`config.mk`:
```
export PLATFORM = sky130hd
export DESIGN_NAME = rc4_prga_decrypt_flat
export DESIGN_NICKNAME = d
export VERILOG_FILES = /design/src/rtl/rc4_pkg.sv /design/src/rtl/rc4_prga_decrypt_if.sv /design/src/rtl/rc4_byte_checker.sv /design/src/rtl/rc4_prga_decrypt.sv /design/src/flat_wrapper.sv
export SDC_FILE = /design/constraint.sdc
export NUM_CORES = 1
export LEC_CHECK = 0
export BUFFER_PORTS_ARGS = -buffer_cell sky130_fd_sc_hd__buf_2
export CORE_ASPECT_RATIO = 1.2
export CORE_MARGIN = 1.5
export CORE_UTILIZATION = 55
export DETAILED_ROUTE_END_ITERATION = 12
export HOLD_SLACK_MARGIN = 0.08
export PLACE_DENSITY_LB_ADDON = 0.05
export SETUP_SLACK_MARGIN = 0.5
export SLEW_MARGIN = 20
export SYNTH_ARGS = -nofsm -noshare
export SYNTH_HDL_FRONTEND = slang
export SYNTH_HIERARCHICAL = 1
export SYNTH_SLANG_ARGS = --single-unit
```
`constraint.sdc`:
```
create_clock -name clk -period 3.3 [get_ports clk]
set_input_delay 0.33 -clock clk [delete_from_list [all_inputs] [get_ports clk]]
set_output_delay 0.33 -clock clk [all_outputs]
set_load 0.01 [all_outputs]
```
`src/rtl/rc4_pkg.sv`:
```
// Shared types and constants for the RC4 PRGA decrypt engine.
package rc4_pkg;

  localparam int S_AW = 8;

  localparam logic [7:0] ASCII_LO    = 8'h61;
  localparam logic [7:0] ASCII_HI    = 8'h7A;
  localparam logic [7:0] ASCII_SPACE = 8'h20;

  typedef enum logic [3:0] {
    ST_IDLE,
    ST_RD_SI,
    ST_WT_SI,
    ST_RD_SJ,
    ST_WT_SJ,
    ST_WR_SI,
    ST_WR_SJ,
    ST_RD_SF,
    ST_WT_SF,
    ST_WR_D,
    ST_FIN
  } state_t;

endpackage

```
`src/rtl/rc4_prga_decrypt_if.sv`:
```
// Handshake plus S RAM / message ROM / decrypt RAM bus of the PRGA engine.
// slave = engine side, master = controller and memories side.
interface rc4_prga_decrypt_if #(parameter int MSG_AW = 5);
  import rc4_pkg::*;

  logic              start;
  logic              busy;
  logic              done;
  logic              fail;
  logic [S_AW-1:0]   s_addr;
  logic [7:0]        s_wdata;
  logic              s_we;
  logic [7:0]        s_rdata;
  logic [MSG_AW-1:0] m_addr;
  logic [7:0]        m_rdata;
  logic [MSG_AW-1:0] d_addr;
  logic [7:0]        d_wdata;
  logic              d_we;

  modport slave (
    input  start, s_rdata, m_rdata,
    output busy, done, fail, s_addr, s_wdata, s_we, m_addr, d_addr, d_wdata, d_we
  );

  modport master (
    output start, s_rdata, m_rdata,
    input  busy, done, fail, s_addr, s_wdata, s_we, m_addr, d_addr, d_wdata, d_we
  );
endinterface

```
`src/rtl/rc4_byte_checker.sv`:
```
// Combinational test: byte is lowercase ASCII letter or space.
module rc4_byte_checker
  import rc4_pkg::*;
(
  input  logic [7:0] i_byte,
  output logic       o_ok
);
  assign o_ok = ((i_byte >= ASCII_LO) && (i_byte <= ASCII_HI)) || (i_byte == ASCII_SPACE);
endmodule

```
`src/rtl/rc4_prga_decrypt.sv`:
```
// RC4 PRGA decrypt engine: swaps S in place and writes S[f]^m[k] to decrypt RAM.
// Optional macro RC4_ASCII_CHECK_EN aborts the run on the first non-text output byte.
module rc4_prga_decrypt
  import rc4_pkg::*;
#(
  parameter int MSG_LEN    = 32,
  parameter int MSG_AW     = 5,
  parameter int MEM_RD_LAT = 1
)(
  input  logic              clk,
  input  logic              reset,
  rc4_prga_decrypt_if.slave bus
);

  state_t            r_state, w_next;
  logic [S_AW-1:0]   r_i, r_j;
  logic [MSG_AW-1:0] r_k;
  logic              r_wcnt;
  logic [7:0]        r_si, r_sj, r_d;
  logic [S_AW-1:0]   w_f;
  logic [7:0]        w_byte;
  logic              w_last;
  logic              w_ok;

  assign w_f    = r_si + r_sj;
  assign w_byte = bus.s_rdata ^ bus.m_rdata;
  // Read data is valid on the final wait cycle of each access.
  assign w_last = (r_wcnt == 1'(MEM_RD_LAT - 1));

`ifdef RC4_ASCII_CHECK_EN
  logic r_fail;

  rc4_byte_checker u_chk (
    .i_byte (w_byte),
    .o_ok   (w_ok)
  );

  // Remember why the run ended so fail can accompany done.
  always_ff @(posedge clk or posedge reset) begin
    if (reset)                                       r_fail <= 1'b0;
    else if (r_state == ST_IDLE && bus.start)        r_fail <= 1'b0;
    else if (r_state == ST_WT_SF && w_last && !w_ok) r_fail <= 1'b1;
  end
`else
  assign w_ok = 1'b1;
`endif

  // Control state: FSM, indices i/j/k and the read-wait counter.
  always_ff @(posedge clk or posedge reset) begin
    if (reset) begin
      r_state <= ST_IDLE;
      r_i     <= '0;
      r_j     <= '0;
      r_k     <= '0;
      r_wcnt  <= 1'b0;
    end else begin
      r_state <= w_next;
      r_wcnt  <= (w_next != r_state) ? 1'b0 : r_wcnt + 1'b1;
      if (w_next == ST_RD_SI)
        r_i <= r_i + 1'b1;
      if (r_state == ST_WT_SI && w_last)
        r_j <= r_j + bus.s_rdata;
      if (r_state == ST_IDLE && bus.start)
        r_k <= '0;
      else if (r_state == ST_WR_D)
        r_k <= r_k + 1'b1;
    end
  end

  // Datapath captures of S[i], S[j] and the decrypted byte.
  always_ff @(posedge clk) begin
    if (r_state == ST_WT_SI && w_last) r_si <= bus.s_rdata;
    if (r_state == ST_WT_SJ && w_last) r_sj <= bus.s_rdata;
    if (r_state == ST_WT_SF && w_last) r_d  <= w_byte;
  end

  // Next-state and memory-port decode; S[f] is read only after both swap writes.
  always_comb begin
    w_next      = r_state;
    bus.busy    = (r_state != ST_IDLE) && (r_state != ST_FIN);
    bus.done    = 1'b0;
    bus.fail    = 1'b0;
    bus.s_addr  = '0;
    bus.s_wdata = '0;
    bus.s_we    = 1'b0;
    bus.m_addr  = '0;
    bus.d_addr  = '0;
    bus.d_wdata = '0;
    bus.d_we    = 1'b0;
    case (r_state)
      ST_IDLE:  if (bus.start) w_next = ST_RD_SI;
      ST_RD_SI: begin
        bus.s_addr = r_i;
        w_next     = ST_WT_SI;
      end
      ST_WT_SI: if (w_last) w_next = ST_RD_SJ;
      ST_RD_SJ: begin
        bus.s_addr = r_j;
        w_next     = ST_WT_SJ;
      end
      ST_WT_SJ: if (w_last) w_next = ST_WR_SI;
      ST_WR_SI: begin
        bus.s_addr  = r_i;
        bus.s_wdata = r_sj;
        bus.s_we    = 1'b1;
        w_next      = ST_WR_SJ;
      end
      ST_WR_SJ: begin
        bus.s_addr  = r_j;
        bus.s_wdata = r_si;
        bus.s_we    = 1'b1;
        w_next      = ST_RD_SF;
      end
      ST_RD_SF: begin
        bus.s_addr = w_f;
        bus.m_addr = r_k;
        w_next     = ST_WT_SF;
      end
      ST_WT_SF: if (w_last) w_next = w_ok ? ST_WR_D : ST_FIN;
      ST_WR_D: begin
        bus.d_addr  = r_k;
        bus.d_wdata = r_d;
        bus.d_we    = 1'b1;
        w_next      = (r_k == MSG_AW'(MSG_LEN - 1)) ? ST_FIN : ST_RD_SI;
      end
      ST_FIN: begin
        bus.done = 1'b1;
`ifdef RC4_ASCII_CHECK_EN
        bus.fail = r_fail;
`endif
        w_next   = ST_IDLE;
      end
      default:  w_next = ST_IDLE;
    endcase
  end

endmodule

```
`src/flat_wrapper.sv`:
```
// flat-port wrapper written by rule: the top's interface ports become plain ports
module rc4_prga_decrypt_flat import rc4_pkg::*;
#(
  parameter int MSG_LEN    = 32,
  parameter int MSG_AW     = 5,
  parameter int MEM_RD_LAT = 1
)
  (clk, reset, bus_start, bus_s_rdata, bus_m_rdata, bus_busy, bus_done, bus_fail, bus_s_addr, bus_s_wdata, bus_s_we, bus_m_addr, bus_d_addr, bus_d_wdata, bus_d_we);
  rc4_prga_decrypt_if #(.MSG_AW(MSG_AW)) bus_i ();
  input  logic clk;
  input  logic reset;
  input wire logic [$bits(bus_i.start)-1:0] bus_start;
  input wire logic [$bits(bus_i.s_rdata)-1:0] bus_s_rdata;
  input wire logic [$bits(bus_i.m_rdata)-1:0] bus_m_rdata;
  output wire logic [$bits(bus_i.busy)-1:0] bus_busy;
  output wire logic [$bits(bus_i.done)-1:0] bus_done;
  output wire logic [$bits(bus_i.fail)-1:0] bus_fail;
  output wire logic [$bits(bus_i.s_addr)-1:0] bus_s_addr;
  output wire logic [$bits(bus_i.s_wdata)-1:0] bus_s_wdata;
  output wire logic [$bits(bus_i.s_we)-1:0] bus_s_we;
  output wire logic [$bits(bus_i.m_addr)-1:0] bus_m_addr;
  output wire logic [$bits(bus_i.d_addr)-1:0] bus_d_addr;
  output wire logic [$bits(bus_i.d_wdata)-1:0] bus_d_wdata;
  output wire logic [$bits(bus_i.d_we)-1:0] bus_d_we;
  assign bus_i.start = bus_start;
  assign bus_i.s_rdata = bus_s_rdata;
  assign bus_i.m_rdata = bus_m_rdata;
  assign bus_busy = bus_i.busy;
  assign bus_done = bus_i.done;
  assign bus_fail = bus_i.fail;
  assign bus_s_addr = bus_i.s_addr;
  assign bus_s_wdata = bus_i.s_wdata;
  assign bus_s_we = bus_i.s_we;
  assign bus_m_addr = bus_i.m_addr;
  assign bus_d_addr = bus_i.d_addr;
  assign bus_d_wdata = bus_i.d_wdata;
  assign bus_d_we = bus_i.d_we;
  rc4_prga_decrypt #(.MSG_LEN(MSG_LEN), .MSG_AW(MSG_AW), .MEM_RD_LAT(MEM_RD_LAT)) u_core (.clk(clk), .reset(reset), .bus(bus_i));
endmodule
```
### After elaboration in Yosys (flattened, before gate mapping)

Index checks and enable logic that the tools add are counted.

* magnitude comparators: 0
* multiply operators: 0
* reduce and logical (&&, ||, !) cells: 11
* shifts and indexed selects: 0
* divide/modulo/power cells: 0
* bitwise operators: 2
* equal/unequal tests: 14
* mux-type cells: 17
* add/subtract/negate cells: 5

Operators with widths (count)
* 4-bit case mux with 10 select lines: 1
* 8-bit case mux with 3 select lines: 1
* 4-bit two-way mux: 5
* 5-bit two-way mux: 4
* 8-bit adder: 2
* 4-bit by 3-bit == test with 1-bit output (second input constant): 4
* 8-bit case mux with 2 select lines: 1
* 4-bit == test (second input constant): 3
* 8-bit by 1-bit adder with 8-bit output (second input constant): 1
* 4-bit by 1-bit == test with 1-bit output (second input constant): 2
* 4-bit by 2-bit == test with 1-bit output (second input constant): 2
* 8-bit two-way mux: 1
* 8-bit XOR: 1
* 2-bit OR reduction: 3
* 5-bit by 1-bit adder with 5-bit output (second input constant): 1
* 5-bit == test (second input constant): 1
* 1-bit logical AND: 5
* 4-bit logical NOT: 1
* 1-bit two-way mux: 4
* 4-bit != test: 1
* 4-bit != test (second input constant): 1
* 4-bit nonzero test: 1
* 2-bit nonzero test: 1
* 1-bit adder (second input constant): 1
* 1-bit NOT: 1

* logic and storage cells: 57
* RAM bits: 0
* bits in registers: 50
* bits in read-only memories: 0
* memories: 0
* latch bits: 0
* output and inout bits: 39

### Depth between registers and ports, before layout

Gate-level depths: netlist of run 1.

* word-level depth: 5
* mapped depth: 8
* gate-level depth less buffers: 8

### Least setup slack after synthesis of run 1

No wires, ideal clock.

* path kind: register to output
* from: register u_core.r_si[0]
* to: output port bus_s_addr[6]
* arrival: 1.831 ns
* path slack: 1.139 ns
* data required time: 2.970 ns
* stages on the path, launching flop included: 8
* cells stage by stage: edfxtp_1 ha_1 fa_1 a21o_1 a21o_1 a21oi_1 mux2i_1 o211ai_1

* longest elaborated chain between the ends: 2

Ends and longest elaborated chain
* start: declaration: line rc4_prga_decrypt.sv:19 `logic [7:0] r_si, r_sj, r_d;`
* start signal: assignment: line rc4_prga_decrypt.sv:72 `if (r_state == ST_WT_SI && w_last) r_si <= bus.s_rdata;`
* 8-bit adder: line rc4_prga_decrypt.sv:25 `assign w_f = r_si + r_sj;`
* 8-bit case mux with 3 select lines: line rc4_prga_decrypt.sv:90 `case (r_state)`
* end: declaration: line flat_wrapper.sv:18 `output wire logic [$bits(bus_i.s_addr)-1:0] bus_s_addr;`

Every way passes these cells.

### Worst setup path in the final report of run 1

Same ends and word-level chain as after synthesis.

==> results.md, run 1 <==
Pwr:
- The worst-case IR drop observed on VDD is 0.433 mV.
- The power density over cell area is 787 nW/µm².
- The leakage power is 1.60 nW.
- The net switching fraction of the power is ~42%.
- Per report_power, the clock group accounts for 14.9% of the total.
- The internal portion of the total power is around 1.6 mW.
- Of the total power, combinational logic draws between 40% and 50%.
- The net switching component of the power is 1.16 mW.
- Per report_power, the sequential group accounts for 37.6% of the total.

Floorplanning:
- The number of I/O pins is 58.
- The site row count is 29.
- The area of the die is between 5000 and 6000 µm².
- The initial utilization of the core area, before any placement, comes to between 50% and 60%.
- The floorplan step set the die height to 84.5 µm.
- In this run the standard cell core region covers 5300 µm².
- The die is 71.0 µm wide.

Global routing:
- The via count of the first global-routing pass was ~2,300.
- For this run, the total global-route usage over all layers was measured as 24.0%.
- Entering global routing, the biggest net connects 27 pins.
- The sum of overflow across all layers after global routing is 0.
- The number of antenna violations at the first check in global routing is 0.
- The wire length of the first global-routing pass is 11,200 µm.

CTS:
- In this run the clock root is driven by a clkbuf_8.
- The clock passes through at most 2 buffers.
- The TritonCTS clock tree is done.
- The CTS clock-pin slew for the worst setup and hold paths is 0.09 ns.
- The hold buffer count at cts is 0.
- For this design, the sink count on the clock tree is 50.
- In this run the number of H-tree levels came out at 2.
- Buffers inserted during clock tree synthesis total 5.
- The latest clock arrival within the worst-skew pair is 0.30 ns.

Final layout:
- Cells with a size suffix above 1 make up 21.5% of the layout.
- The finished layout holds 416 standard cells, fillers aside.
- The utilization of the core after routing is about two thirds.
- The area growth from synthesis to layout is 14.5%.
- The number of antenna diodes is 0.
- The layout net count is 391.

Drt:
- For this run, design rule violations remaining after detail routing come to 0.
- The pre-antenna-repair detailed-routing pass consisted of 5 iterations.
- The number of violations reported at the end of detailed-routing iteration 0 is roughly 150.
- Across all layers, the routed design uses ~2,400 vias.
- After detailed routing, the average wire length per cell comes to roughly 16 µm.
- The vias per cell is 5.78.
- The number of nets with antenna violations after detailed routing is 0.
- The final wirelength is 6630 µm.

Synth:
- After synthesis, the cell types taking the most area are edfxtp_1, dfrtp_1, ha_1, xor2_1, and2_1.
- The synthesized design spends more area on one cell type than any other, namely edfxtp_1.
- The number of register bits inferred by synthesis is 50.
- The count of unique library cells instantiated by Yosys is 48.
- The area share of the leading cell type in the synthesized netlist is 23.6%.
- The most used flip-flop cell after synthesis is dfrtp_1.
- In this run, synthesis inferred 24 flip-flops with an integrated enable.
- The number of instances in the synthesized netlist is roughly 300.
- The mapped netlist covers around 3000 µm².
- The warning count from the yosys run is 6.
- The mean area per synthesized cell is 10.2 µm².
- The register area share after synthesis is 45.0%.
- The number of nets handed over by synthesis was roughly 340.
- For this run, asynchronously set or reset flops after synthesis account for 52.0%.

STA:
- For the pin with the worst max-slew slack, the measured transition is ~0.95 ns.
- Derived from the worst setup path, the maximum achievable clock frequency is 0.378 GHz.
- Setup repair after global routing left no endpoint under its margin.
- The final number of hold-violating endpoints is 0.
- After routing, the total negative slack on setup checks comes to 0 ns.
- The relative slew slack is 36.2%.
- The final-report max-slew violation count is 0.
- After layout, the minimum clock period comes to ~2.6 ns.
- Dividing the final minimum period by the clock period gives about 80%.
- Setup violations remaining at the end of the flow were counted as 0.
- The worst clock skew is 0.00311 ns.

Place:
- The count of buffers inserted at the top-level ports is 56.
- The number of placed instances, taps included, is around 400.
- At the end of routability-driven placement, the weighted congestion stood at approximately 0.86.
- The detailed placer's ending HPWL is 5090 µm.

Critical path:
- The required time of the critical path is 2.97 ns.
- The start of the worst register-to-register path is u_core/r_k[0]$_DFFE_PP0P_.
- The endpoint of the worst register-to-register path is u_core/r_i[1]$_DFFE_PP0N_.
- The type of the setup path with the least slack is reg -> out.
- Data arrives at the worst endpoint at ~2.3 ns.
- The worst-path maximum fanout is 2.
- The kind of capture point of the worst setup path is an output port.
- The setup slack of the most critical reg-to-reg path is 1.16 ns.
- The worst reg-to-reg path cell count is 8.
- STA classifies the critical path startpoint as a register.

Status:
- The flow ran to the end, and the final reports show no timing, DRC or antenna violations.

Job:
- Across the run, the number of max-cap violations was 0.

Min path:
- The worst hold path belongs to the class in -> async.
## cell usage in the layout (no fill, tap or decap), types with 13 or more instances in the layout
cell and n:
a22oi_1 13, and2_1 19, buf_2 56, dfrtp_1 26, edfxtp_1 24, ha_1 17
nand2_1 19, nor2_1 25, o21ai_0 16, xor2_1 18
## what timing repair did
item	CTS	global route
endpoints found under the setup margin	0	1
resized for setup	0	2
setup buffers	0	1
## power groups by stage
stage          Combinational [mW]  Sequential [mW]  Clock, mW
3_3_place_gp                 1.26             1.04          0
3_5_place_dp                 1.29             1.04          0
5_1_grt                      1.47             1.06      0.442
6_report                     1.30             1.03      0.409
2_1_floorplan                1.02            0.943          0
4_1_cts                      1.30             1.03      0.417
## cell families after synthesis
group           Yosys count  share of synthesized area [%]
fa+ha+maj                19                           8.29
xor+xnor                 29                           8.33
compound gates           60                           13.6
flops                    50                           45.0
buf+inv                  24                           3.49
simple gates            110                           19.5
other cells               1                          0.123
mux                       5                           1.68
## synth_stat cells (all sizes together), types with 8 or more instances
cell type	instances
ha	17
xnor2	11
xor2	18
o21ai	16
nor2	26
a22oi	13
nand3	8
and2	19
inv	12
dfrtp	26
edfxtp	24
nand2	20
## critical path, cell delays in order (launching register included)
cell	delay (ns)
edfxtp_1	0.41
ha_1	0.25
fa_2	0.36
a21o_1	0.17
a21o_1	0.20
a21oi_2	0.15
mux2i_1	0.20
o211ai_1	0.12
buf_2	0.16
## area by class of cell
type / instances / area [µm²]
inverters: 12 / 45.0
clock buffers: 8 / 110
well taps: 62 / 77.6
fillers: 467 / 1810
multi-input cells: 224 / 1580
repair buffers: 60 / 310
flip-flops and latches: 50 / 1370
## how the worst max path moves through the flow
stage,startpoint,to,depth (start not counted)
floorplan,u_core/r_si[0]$_DFFE_PP_,bus_s_addr[6],7
global placement,u_core/r_si[0]$_DFFE_PP_,bus_s_addr[6],8
detailed placement,u_core/r_si[0]$_DFFE_PP_,bus_s_addr[6],8
CTS,u_core/r_si[0]$_DFFE_PP_,bus_s_addr[6],8
global route,u_core/r_si[1]$_DFFE_PP_,bus_s_addr[7],7
finish,u_core/r_si[0]$_DFFE_PP_,bus_s_addr[6],8
## flip-flops by register name (all words and copies together) (netlist names)
name            count
u_core/r_d          8
u_core/r_wcnt       1
u_core/r_sj         8
u_core/r_si         8
u_core/r_i          8
u_core/r_k          5
u_core/r_j          8
u_core/r_state      4
## metal layers
layer | global-route usage [%] | up-vias | part of all wire, %
met3 | 3.36 | 7 | 4.6
met5 | 0 | - | 0
li1 | - | 1182 | -
met4 | 6.17 | 0 | 1.2
met2 | 39.4 | 61 | 49
met1 | 33.6 | 1153 | 45
## per-stage QoR
step	setup WS, ns	instance area [µm²]	hold WS [ns]	power [mW]
floorplan	1.14	3050	0.370	1.96
global placement	0.949	3370	0.463	2.30
detailed placement	0.906	3370	0.468	2.33
CTS	0.565	3480	0.259	2.74
global route	0.514	3490	0.169	2.97
finish	0.654	3490	0.110	2.75
Note: power is estimated with default switching activity, not from simulation.
==> run 2, diff against run 1 <==
clock period = 2.7 ns   (was 3.3 ns; I/O delays follow)
==> run 2 against run 1 <==
Effect of this change:
- non-clock buffer count up 17
- total power up 30%
- combinational power up 42%
- utilization up 3.6 points
- global-route usage up 0.29 points
- critical endpoint unchanged
- largest cell class unchanged
==> results.md, run 2 (synthesis results as in run 1) <==
Status:
- The flow ran to the end, and the final reports show no timing, DRC or antenna violations.

Job:
- The max-capacitance violation count is 0 (unchanged).

STA:
- The total negative setup slack is 0 ns (unchanged).
- The period utilization is between 90% and 100%.
- The relative slew slack came to 48.4% (+12 points).
- The final-report max-slew violation count is 0 (unchanged).
- Based on the critical path, the design can be clocked at up to 0.389 GHz.
- Setup repair after global routing could not meet its margin everywhere.
- The final critical-path required period is 2.57 ns.
- The post-layout worst setup margin was 0.126 ns (-0.528 ns).
- The worst-margin pin slew is 0.773 ns (-0.178 ns).
- The worst clock skew was 0.00472 ns (+0.00161 ns).
- The final number of hold-violating endpoints is 0 (unchanged).
- The worst hold margin is 0.0971 ns (-0.0130 ns).
- The total setup violations reported at the end of the flow came to 0 (unchanged).

Global routing:
- The via count of the first global-routing pass was 2,316 (+1.6%).
- The wire length of the first global-routing pass came to 11,400 µm (+1.5%).
- The largest net degree at the start of global routing is 22 (-19%).
- The number of antenna violations at the first check in global routing came to 0 (unchanged).
- The sum of overflow across all layers after global routing is 0 (unchanged).
- The global-route usage over all layers came to 24.3% (+0.29 points).

Final layout:
- The utilization of the core after routing was 69.5% (+3.6 points).
- The most common cell after layout, fill and taps aside is buf_2.
- The number of antenna diodes came to 0 (unchanged).
- The fraction of layout cells with a size suffix above 1 is 28.8% (+7.4 points).
- The area of the multi-input gates is 1650 µm² (+4.9%).
- The register cell area after layout came to 1380 µm² (+0.36%).
- The post-synthesis to final-layout area growth is 20.8%.
- The count of filler cells inserted in the layout came to 442 (-5.4%).
- The layout net count came to 408 (+4.3%).
- In the layout the commonest cells are buf_2, edfxtp_1, nor2_1.

Floorplanning:
- The area of the die is 6000 µm² (unchanged).
- The number of I/O pins is 58 (unchanged).
- The area of the core is 5300 µm² (unchanged).
- The die span in y is 84.5 µm (unchanged).
- The starting density of the core is 57.5% (unchanged).
- The site row count was 29 (unchanged).
- The horizontal extent of the die is 71.0 µm (unchanged).

Min path:
- The tightest min-delay check is of the in -> async type.

Critical path:
- The start of the worst register-to-register path is u_core/r_k[0]$_DFFE_PP0P_.
- The worst setup path is captured at an output port.
- The critical path startpoint is u_core/r_si[0]$_DFFE_PP_.
- The most frequent cell on the critical path is a21o_1.
- The critical path is of the reg -> out type.
- The arrival time reported for the critical path endpoint came to 2.30 ns (-0.02 ns).
- The type of element launching the critical path is a register.
- The cell with the largest stage delay on the worst path is edfxtp_1.
- The required time of the critical path is 2.43 ns (-0.54 ns).
- The critical path goes through ha_2, fa_2, a21o_1, a21o_1, a21oi_2, mux2i_1, o211ai_1, buf_2.
- The delay of the slowest cell on the worst path is 0.41 ns (about the same).
- The worst-path maximum fanout is 2 (unchanged).

Pwr:
- The maximum vdd ir drop was 0.439 mV (+1.5%).
- The leakage power is 1.67 nW (+4.5%).
- The power density over cell area is 973 nW/µm² (+24%).
- The power after layout is 3.58 mW (+30%).

Drt:
- The detail-routed net length per standard cell is 16.7 µm (+4.6%).
- The detailed-router iteration count before antenna repair is 5 (unchanged).
- The vias per cell is 5.86 (+1.5%).
- The number of nets with antenna violations after detailed routing came to 0 (unchanged).
- The total number of vias was 2,539 (+5.7%).
- The final wirelength was 7220 µm (+8.9%).
- The number of DRC violations after detailed routing is 0 (unchanged).
- The number of violations reported at the end of detailed-routing iteration 0 is 222 (+44%).

Place:
- The count of buffers inserted at the top-level ports is 56 (unchanged).
- The worst setup slack before clock tree synthesis is 0.360 ns (-0.546 ns).
- The detailed placer's ending HPWL was 5120 µm (+0.44%).
- The final estimated routing congestion in global placement is 0.845 (-2.2%).

CTS:
- The total clock buffers created by CTS came to 5 (unchanged).
- The root buffer cell is clkbuf_8.
- The maximum level of the CTS H-tree came to 2 (unchanged).
- The clock tree buffer depth is 2 (unchanged).
- The latest clock arrival within the worst-skew pair was 0.30 ns (about the same).
- The clock sink total is 50 (unchanged).
- TritonCTS built the clock tree.
- The CTS clock-pin slew for the worst setup and hold paths is 0.09 ns (about the same).
-- run 2: changes by cell type in the layout (fill, tap and decap cells not counted), moves of 3 or more --
cell / change
ha_1: -4
buf_4: +17
dfrtp_2: +4
ha_4: +3
dfrtp_1: -4
-- run 2: area by class of cell --
cell class / count / share of cell area, %
Sequential cell: 50 / 37.4
Tap cell: 62 / 2.11
Clock buffer: 7 / 2.34
Inverter: 12 / 1.22
Clock inverter: 1 / 0.136
Multi-Input combinational cell: 224 / 44.9
Timing Repair Buffer: 77 / 11.9
-- run 2: per-stage QoR --
step,instance area [µm²],std cells
floorplan,3050,298
global route,3680,433
finish,3680,433
global placement,3380,409
detailed placement,3380,409
CTS,3590,423
-- run 2: where the power goes --
part / switching (mW) / leakage [nW] / total (mW) / internal [mW]
Sequential: 0.267 / 0.546 / 1.28 / 1.01
Combinational: 1.02 / 1.08 / 1.85 / 0.829
Clock: 0.245 / 0.0482 / 0.452 / 0.207
Total: 1.53 / 1.67 / 3.58 / 2.05
-- run 2: worst max-delay path, delay by kind of cell (launching register included) --
kind / cells / cell delay (ns)
muxes: 1 / 0.19
DFF: 1 / 0.41
AOI/OAI and AO/OA: 4 / 0.65
buffers and inverters: 1 / 0.17
adders and majority gates: 2 / 0.58
-- run 2: worst paths after layout --
kind / to / slack, ns / depth (start not counted)
min reg2reg: u_core/r_i[7]$_DFFE_PP0N_ / 0.48 / 1
min in group clk: u_core/r_si[2]$_DFFE_PP_ / 0.22 / 1
max: bus_s_addr[6] / 0.13 / 8
min: u_core/r_wcnt$_DFF_PP0_ / 0.1 / 2
max in group asynchronous: u_core/r_state[1]$_DFF_PP0_ / 2.00 / 3
max reg2reg: u_core/r_i[1]$_DFFE_PP0N_ / 0.61 / 8
-- run 2: layer usage --
layer | up-vias | share of wire, % | global-route usage (%)
met5 | - | 0 | 0
met4 | 0 | 1.0 | 7.03
met3 | 4 | 5.2 | 2.88
met2 | 80 | 51 | 40.8
met1 | 1236 | 43 | 33.1
li1 | 1219 | - | -
-- run 2: timing repair --
item | 4_1_cts | 5_1_grt
buffers inserted | 6 | 10
endpoints found under the setup margin | 29 | 42
pin swaps | 11 | 4
resized for setup | 14 | 7
hold buffers | 0 | 0
==> run 3, diff against run 2 <==
SYNTH_HIERARCHICAL = default   (was 1)
==> run 3 against run 2 <==
Effect of this change:
- global-route usage down 0.23 points
- sequential power up 3%
- clock skew rose by 0.00065 ns
- synthesized area down 1.8%
- design area is 0.20% lower
- routed wire length decreased by 7.0%
- clock power increased by 33%
==> results.md, run 3 <==
Floorplanning:
- The area of the die came to 5890 µm² (-1.8%).
- The starting density of the core is 56.9% (-0.67 points).
- The horizontal extent of the die came to 70.3 µm (-0.89%).
- The die span in y came to 83.8 µm (-0.89%).
- The number of I/O pins came to 58 (unchanged).
- The site row count was 29 (unchanged).
- The area of the core is 5260 µm² (-0.68%).

STA:
- The timing-limited maximum frequency is 0.406 GHz (+4.4%).
- Setup repair after global routing could not meet its margin everywhere.
- The total negative setup slack is 0 ns (unchanged).
- The final-report max-slew violation count is 0 (unchanged).
- The worst hold margin is 0.173 ns (+0.0763 ns).
- The total setup violations reported at the end of the flow is 0 (unchanged).
- The post-layout worst setup margin was 0.234 ns (+0.108 ns).
- The final critical-path required period is 2.47 ns (-0.108 ns).
- The final number of hold-violating endpoints came to 0 (unchanged).
- The relative slew slack is 51.8% (+3.4 points).
- The period utilization is 91.3% (-4.0 points).
- The worst-margin pin slew was 0.720 ns (-0.0536 ns).
- The worst clock skew is 0.00538 ns (+0.000654 ns).

Final layout:
- In the layout the commonest cells are buf_2, nor2_1, edfxtp_1.
- The layout net count was 400 (-2.0%).
- The number of antenna diodes is 0 (unchanged).
- The post-synthesis to final-layout area growth is 22.8%.
- The register cell area after layout was 1380 µm² (unchanged).
- The library cell used most frequently in the layout, excluding fill and tap cells, is buf_2.
- The area of the multi-input gates is 1620 µm² (-1.8%).
- The fraction of layout cells with a size suffix above 1 is 30.3% (+1.5 points).
- The count of filler cells inserted in the layout is 439 (-0.68%).

Place:
- The worst setup slack before clock tree synthesis is 0.365 ns (+0.00587 ns).
- The count of buffers inserted at the top-level ports came to 56 (unchanged).
- The final estimated routing congestion in global placement is 0.791 (-6.5%).
- The detailed placer's ending HPWL is 5070 µm (-1.0%).

Synth:
- The synthesized cell area is 2990 µm² (-1.8%).
- The number of register bits inferred by synthesis was 50 (unchanged).
- The synthesized netlist net count is 331 (-1.5%).
- The share of synthesized registers carrying an async set or reset is 52.0% (unchanged).
- The library cell occupying the most area in the post-synthesis netlist is edfxtp_1.
- The number of instances in the synthesized netlist is 293 (-1.7%).
- The mean area per synthesized cell is 10.2 µm² (-0.17%).
- The most used standard cell by instance count after synthesis is nor2_1.
- By area the synthesized netlist is led by edfxtp_1, dfrtp_1, ha_1, xor2_1, and2_1.
- The warning count from the yosys run is 0 (-6).
- The count of unique library cells instantiated by Yosys is 51 (+6.3%).
- The register area share after synthesis is 45.8% (+0.85 points).
- The area share of the leading cell type in the synthesized netlist came to 24.1% (+0.45 points).
- The primary flip-flop cell chosen by synthesis mapping is dfrtp_1.
- In the synthesized netlist, the cells that appear most often are nor2_1, dfrtp_1, edfxtp_1.
- The count of flip-flops with a built-in enable after synthesis is 24 (unchanged).

CTS:
- The clock sink total is 50 (unchanged).
- The clock tree buffer depth is 2 (unchanged).
- The latest clock arrival within the worst-skew pair came to 0.30 ns (about the same).
- The maximum level of the CTS H-tree is 2 (unchanged).
- TritonCTS built the clock tree.
- The total clock buffers created by CTS is 5 (unchanged).
- The root buffer cell chosen for the clock tree is clkbuf_8.
- The CTS clock-pin slew for the worst setup and hold paths is 0.09 ns (about the same).

Drt:
- The detailed-router iteration count before antenna repair was 4 (-1).
- The final wirelength is 6720 µm (-7.0%).
- The detail-routed net length per standard cell came to 15.8 µm (-5.2%).
- The vias per cell is 5.73 (-2.3%).
- The number of nets with antenna violations after detailed routing was 0 (unchanged).
- The number of DRC violations after detailed routing was 0 (unchanged).
- The number of violations reported at the end of detailed-routing iteration 0 is 155 (-30%).
- The total number of vias was 2,436 (-4.1%).

Critical path:
- The kind of capture point of the worst setup path is an output port.
- The type of the setup path with the least slack is reg -> out.
- The worst-path maximum fanout is 2 (unchanged).
- The slowest stage of the critical path belongs to the cell edfxtp_1.
- The most frequent cell on the critical path is o21a_1.
- The required time of the critical path is 2.43 ns (about the same).
- The signal on the critical path passes through ha_2, inv_2, fa_2, nor2b_2, o31a_1, o21a_1, o21a_1, o31ai_2, buf_2.
- The arrival time reported for the critical path endpoint is 2.20 ns (-0.10 ns).
- The delay of the slowest cell on the worst path came to 0.41 ns (about the same).
- STA classifies the critical path startpoint as a register.

Status:
- The run finished with clean final reports.

Job:
- The max-capacitance violation count is 0 (unchanged).

Pwr:
- The power density over cell area came to 1030 nW/µm² (+5.8%).
- The leakage power is 1.66 nW (-0.61%).
- The maximum vdd ir drop is 0.585 mV (+33%).

Global routing:
- The via count of the first global-routing pass is 2,310 (-0.26%).
- The global-route usage over all layers is 24.0% (-0.23 points).
- The number of antenna violations at the first check in global routing was 0 (unchanged).
- The wire length of the first global-routing pass is 11,200 µm (-1.8%).
- The largest net degree at the start of global routing is 27 (+23%).
- The sum of overflow across all layers after global routing is 0 (unchanged).

Min path:
- The tightest min-delay check is of the in -> reg type.
## run 3: kinds of logic after synthesis
family	after synthesis	synth area share, %
AND/OR/NAND/NOR	106	18.4
AO/OA/AOI/OAI	62	14.6
flip-flops	50	45.8
XOR/XNOR	29	8.49
buffers and inverters	23	3.05
adder cells (fa/ha/maj)	19	8.45
multiplexers	3	1.05
other	1	0.125
## run 3: final timing paths
check	start	endpoint	depth (start not counted)	slack, ns
setup / recovery	u_core.r_si[0]$_DFFE_PP_	bus_s_addr[6]	9	0.23
hold / removal	bus_start	u_core.r_wcnt$_DFF_PP0_	2	0.17
setup reg to reg	u_core.r_state[0]$_DFF_PP0_	u_core.r_j[7]$_DFFE_PP0P_	5	0.64
hold reg to reg	u_core.r_i[7]$_DFFE_PP0N_	u_core.r_i[7]$_DFFE_PP0N_	1	0.51
max in group asynchronous	reset	u_core.r_state[3]$_DFF_PP0_	3	1.72
min in group asynchronous	reset	u_core.r_k[4]$_DFFE_PP0P_	3	0.57
## run 3: power by group
part | total (mW) | internal (mW) | leakage [nW] | switching [mW]
Clock | 0.602 | 0.358 | 0.0696 | 0.244
Combinational | 1.87 | 0.851 | 1.05 | 1.02
Sequential | 1.32 | 1.04 | 0.546 | 0.275
## run 3: final cells by class
class	instances	area share (%)
sequential	50	37.5
multi-input combinational	220	44.2
timing repair buffer	74	11.4
tap	62	2.11
clock inverter	1	0.817
inverter	11	1.12
clock buffer	7	2.93
## run 3: through the flow
step	cells	power [mW]	utilization, %	cell area, µm²
2_1_floorplan	293	2.47	-	2990
3_3_place_gp	404	2.95	63.4	3340
3_5_place_dp	404	2.99	63.4	3340
4_1_cts	417	3.72	68.3	3590
5_1_grt	425	4.08	69.8	3670
6_report	425	3.78	69.8	3670
## run 3: repair_timing
| action | in CTS | in global routing |
|---|---|---|
| buffers inserted | 5 | 7 |
| endpoints found under the setup margin | 21 | 10 |
| cloned | 0 | 0 |
| gates resized for setup | 19 | 8 |
| pin swaps | 4 | 11 |
| endpoints found under the hold margin | 0 | 23 |
| hold buffers | 0 | 1 |
## run 3: per-layer routing
| metal | up-vias | global-route usage, % | wire length [µm] |
|---|---|---|---|
| li1 | 1195 | - | - |
| met1 | 1168 | 32.1 | 2960 |
| met2 | 63 | 40.1 | 3330 |
| met3 | 10 | 3.50 | 318 |
| met4 | 0 | 7.69 | 105 |
| met5 | - | 0 | 0 |
## run 3: worst max-delay path: cells and delay by family (launching register included)
| kind | cells | cell delay [ns] |
|---|---|---|
| flops | 1 | 0.41 |
| fa+ha+maj | 2 | 0.42 |
| simple gates | 1 | 0.05 |
| buf+inv | 2 | 0.23 |
| compound gates | 4 | 0.78 |
